File: src/rtl/pc_address_generator.sv
// pc_address_generator: 8-bit program counter with request/ack fetch handshake,
// relative branch / absolute jump, out-of-range flag and fetch-timeout pulse.
module pc_address_generator #(
    parameter logic [7:0] RESET_ADDR    = 8'h00,
    parameter int         MEM_ADDR_BITS = 5,
    parameter int         MAX_WAIT      = 15
) (
    input  logic       clk,
    input  logic       rst_n,
    input  logic       Stall,
    input  logic       Jump,
    input  logic [7:0] JumpTarget,
    input  logic       BranchTaken,
    input  logic [7:0] BranchOffset,
    input  logic       FetchAck,
    output logic       FetchReq,
    output logic [7:0] Address8bits,
    output logic       InstrValid,
    output logic       OutOfRange,
    output logic       FetchErr
);
    typedef enum logic [1:0] {IDLE, REQ, VALID} state_t;

    localparam logic [7:0] WAIT_LIMIT = 8'(MAX_WAIT);

    state_t     state, state_nxt;
    logic [7:0] pc, pc_nxt, cnt, cnt_nxt;
    logic       err, err_nxt;

    always_comb begin
        state_nxt = state;
        pc_nxt    = pc;
        cnt_nxt   = 8'd0;
        err_nxt   = 1'b0;
        case (state)
            IDLE: state_nxt = REQ;
            REQ: begin
                // an ack on the expiry cycle takes priority over the timeout
                if (FetchAck)
                    state_nxt = VALID;
                else if (cnt + 8'd1 == WAIT_LIMIT)
                    err_nxt = 1'b1;
                else
                    cnt_nxt = cnt + 8'd1;
            end
            VALID: begin
                if (!Stall) begin
                    state_nxt = REQ;
                    pc_nxt    = Jump ? JumpTarget : BranchTaken ? pc + BranchOffset : pc + 8'd1;
                end
            end
            default: state_nxt = IDLE;
        endcase
    end

    always_ff @(posedge clk or negedge rst_n) begin
        if (!rst_n) begin
            state <= IDLE;
            pc    <= RESET_ADDR;
            cnt   <= 8'd0;
            err   <= 1'b0;
        end else begin
            state <= state_nxt;
            pc    <= pc_nxt;
            cnt   <= cnt_nxt;
            err   <= err_nxt;
        end
    end

    assign FetchReq     = (state == REQ);
    assign InstrValid   = (state == VALID);
    assign Address8bits = pc;
    assign OutOfRange   = (pc >> MEM_ADDR_BITS) != 8'd0;
    assign FetchErr     = err;
endmodule

File: config.mk
export PLATFORM = sky130hd
export DESIGN_NAME = pc_address_generator
export DESIGN_NICKNAME = d
export VERILOG_FILES = /design/src/rtl/pc_address_generator.sv
export SDC_FILE = /design/constraint.sdc
export NUM_CORES = 1
export LEC_CHECK = 0
export ABC_CLOCK_PERIOD_IN_PS = 1650
export CORE_ASPECT_RATIO = 0.9
export CORE_MARGIN = 2
export CORE_UTILIZATION = 44
export DETAILED_ROUTE_END_ITERATION = 8
export PLACE_DENSITY = 0.73
export SETUP_SLACK_MARGIN = 0.2
export SLEW_MARGIN = 20
export SYNTH_ARGS = -nofsm -noshare
export SYNTH_HDL_FRONTEND = slang
export SYNTH_SLANG_ARGS = --single-unit
File: constraint.sdc
create_clock -name clk -period 1.65 [get_ports clk]
set_input_delay 0.2475 -clock clk [delete_from_list [all_inputs] [get_ports clk]]
set_output_delay 0.2475 -clock clk [all_outputs]
set_load 0.05 [all_outputs]
==> summary.txt <==
Route
  • Number of DRC violations after detailed routing: 0
  • Routed wirelength normalized by instance count: roughly 16 um
  • Count of antenna-violating nets left after detailed routing: 0
  • Overall routed net length: roughly 4.2 mm
  • Vias: between 1000 and 1500
  • Routed via count divided by cell count: ~5.5
  • Number of iterations in the first detailed-routing pass: 5
  • DRT iter0 DRCs: 43

STA
  • Worst slew pin tran: roughly 0.4 ns
  • Final Slew Violations: 0
  • Max Clock Freq: approximately 530 MHz
  • Finish-stage setup viols: 6
  • Final clock period utilization by the worst path: 114%
  • Setup Total Neg Slack: -0.449 ns
  • Post-route worst setup slack: -0.232 ns
  • Remaining max-slew budget at the tightest pin: about three quarters
  • Fin crit period: 1.88 ns
  • Setup repair after global routing missed its margin: yes
  • Worst hold slack across all endpoints: roughly 0.26 ns
  • Final count of hold timing violations: 0
  • Final clock skew: approximately 0.010 ns

Worst setup path
  • Critical R2R Capture: Address8bits[6]$_DFFE_PN0P_
  • Depth of the worst register-to-register path: 8
  • Capturing element type of the critical path: flop
  • Launching element type of the critical path: flop
  • Largest fanout on the critical path: 2
  • Crit path DAT: 2.15 ns
  • Worst endpoint required time: 1.92 ns
  • Crit Path Category: reg2reg
  • Reg2Reg Launch Point: Address8bits[0]$_DFFE_PN0P_
  • Worst-case register-to-register setup slack: -0.23 ns

Yosys
  • Synth Area per Inst: between 8 and 9 um^2
  • Count of different cell masters after synthesis: 40
  • Post-synthesis sequential element count: 19
  • Async set or reset register ratio after synthesis: 100%
  • Netlist area before placement: ~0.0013 mm^2
  • Syn. warnings: 0
  • Portion of the post-synthesis area used by sequential elements: around 36%
  • Predominant post-synthesis flop cell: dfrtp_1
  • Mapped Nets: roughly 190
  • Cell count after synthesis: 153
  • EDFF count, synth: 0

Global route
  • Global route overflow: 0
  • Largest net degree at the start of global routing: 20
  • Number of global-route vias before repair: 1495
  • Global routing usage summed across all routing layers: roughly 24%
  • Antenna violations before repair: 0
  • First-pass GRT wire length: between 6 and 7 mm

Floorplan
  • Std-Cell Rows: 18
  • Initial cell density of the core: between 40% and 50%
  • Top-level I/O count: 34
  • Vert. Die Dim: around 56 um
  • Die Span X: around 62 um
  • Die area: between 0.003 and 0.004 mm^2
  • Core area: between 0.002 and 0.003 mm^2

Clock network
  • Clock tree root driver cell: clkbuf_4
  • Clock slew seen by the registers of the worst setup and hold paths: between 0.1 and 0.15 ns
  • Sinks on the clock net: 19
  • Clock Tree Buf Depth: 2
  • Number of buffers added by the clock tree synthesis step: 3
  • Number of levels in the clock H-tree: 1
  • CTS Hold Buffers Added: 0
  • Clock network latency to the later pin of the worst-skew pair: approximately 0.32 ns
  • Clock tree from TritonCTS: done

Placed design
  • Buffers added on ports: 33
  • Post-detail-place hpwl: about 2.6 mm
  • DP Worst Slack: -0.725 ns
  • Weighted congestion at the end of routability-driven global placement: 0.797
  • Area after DPL: just under 0.002 mm^2

Power
  • Standby leakage power: 0.00101 uW
  • PD cells: between 1000 and 1500 mW/mm^2
  • Worst ir drop on vdd: 1.06 mV

Hold path
  • Type of the worst min-delay path: in2async

Cells and area
  • Area growth syn-to-layout: 74.8%
  • Count of filler cells inserted in the layout: 167
  • Design area: between 0.002 and 0.0025 mm^2
  • Fraction of final layout cells with drive strength greater than 1: between 40 and 50%
  • Nets@finish: 260
  • Number of antenna repair diodes: 0

Run status
  • Outcome: finished with violations
  • Violations in the final reports: setup timing

Run
  • Max-cap viol count: 0
power breakdown:
part           internal (uW)  switching (uW)  leakage (uW)
registers                597             128      0.000238
clock network           90.8             172     0.0000177
logic                   1030            1090      0.000755
sequential cells by signal, indices dropped and copies added (netlist names):
signal	count
Address8bits	8
FetchErr	1
cnt	8
state	2
cell usage in the layout (no fill, tap or decap), types with 2 or more instances in the layout:
cell             instances
buf_4                   40
clkdlybuf4s50_1         16
dfrtp_1                 13
nand2_1                 13
buf_6                   10
a21oi_1                  8
dfrtp_2                  6
nor3_2                   6
o21ai_1                  6
nor2_1                   5
o21ai_0                  5
ha_4                     5
xor2_1                   4
nand3_1                  4
inv_1                    3
and2_1                   3
xnor2_1                  3
nor3_1                   3
nand3b_1                 3
or3_1                    3
nor2b_1                  3
a21oi_2                  3
a211oi_2                 3
ha_1                     3
clkbuf_4                 3
buf_12                   3
inv_2                    2
nand2_2                  2
nor2b_4                  2
and2_4                   2
and3_4                   2
o21a_1                   2
and3_1                   2
a21o_1                   2
dlygate4sd2_1            2
dlymetal6s2s_1           2
kinds of logic (layout without fill, tap and decap cells):
group,count (synthesis),count (layout),synth area share (%)
flops,19,19,35.7
xor+xnor,8,8,5.27
buf+inv,10,84,3.01
simple gates,69,69,29.1
compound gates,36,36,16.2
fa+ha+maj,10,10,9.97
mux,1,1,0.753
worst max-delay path by stage:
stage | startpoint | end | slack, ns
CTS | Address8bits[0]$_DFFE_PN0P_ | Address8bits[6]$_DFFE_PN0P_ | -0.18
global placement | BranchTaken | Address8bits[6]$_DFFE_PN0P_ | -0.68
finish | Address8bits[0]$_DFFE_PN0P_ | Address8bits[6]$_DFFE_PN0P_ | -0.23
detailed placement | BranchTaken | Address8bits[6]$_DFFE_PN0P_ | -0.73
global route | Address8bits[0]$_DFFE_PN0P_ | Address8bits[6]$_DFFE_PN0P_ | -0.27
floorplan | Address8bits[6]$_DFFE_PN0P_ | Address8bits[7]$_DFFE_PN0P_ | -0.20
timing repair:
| action | CTS | global route |
|---|---|---|
| endpoints found under the setup margin | 17 | 17 |
| gates resized for setup | 46 | 17 |
| setup buffers | 11 | 2 |
| pin swaps | 10 | 15 |
routing by layer:
metal | global-route usage [%] | up-vias | routed length (um)
li1 | - | 696 | -
met1 | 29.7 | 714 | 1720
met2 | 44.3 | 57 | 2150
met3 | 3.26 | 13 | 216
met4 | 4.26 | 0 | 77
met5 | 0 | - | 0
per-stage QoR:
stage	total power [uW]	util [%]	cells
2_1_floorplan	1680	-	153
3_3_place_gp	2330	69.5	250
6_report	3110	82.6	267
3_5_place_dp	2370	69.5	250
4_1_cts	2970	79.9	265
5_1_grt	3270	82.6	267
Yosys cell counts (all sizes together), types with 4 or more instances:
| cell type | count | share of area [%] |
|---|---|---|
| a21oi | 12 | 4.5 |
| and2 | 5 | 2.4 |
| and3 | 4 | 1.9 |
| dfrtp | 19 | 36 |
| ha | 9 | 8.5 |
| inv | 5 | 1.4 |
| nand2 | 15 | 4.2 |
| nand3 | 6 | 2.3 |
| nor2 | 6 | 1.7 |
| nor2b | 5 | 2.4 |
| nor3 | 9 | 3.8 |
| o21ai | 11 | 4.1 |
| or3 | 4 | 1.9 |
| xnor2 | 4 | 2.6 |
| xor2 | 4 | 2.6 |
worst max-delay path, cell delays in order (launching register included):
cell and delay [ns]:
dfrtp_2 0.45, ha_4 0.16, inv_2 0.05, fa_2 0.23, nor2b_4 0.05, o31a_1 0.25, o21a_1 0.19, or3_1 0.36
nand3_1 0.09
area by class of cell:
cell class | instances | area, um^2 | share of cell area (%)
clock inverter | 1 | 5.00 | 0.215
clock buffer | 3 | 22.5 | 0.969
tap | 40 | 50.0 | 2.15
multi-input combinational | 124 | 1050 | 45.2
timing repair buffer | 75 | 696 | 29.9
inverter | 5 | 18.8 | 0.807
sequential | 19 | 483 | 20.8
No activity file was read; power rests on OpenSTA's default activity.
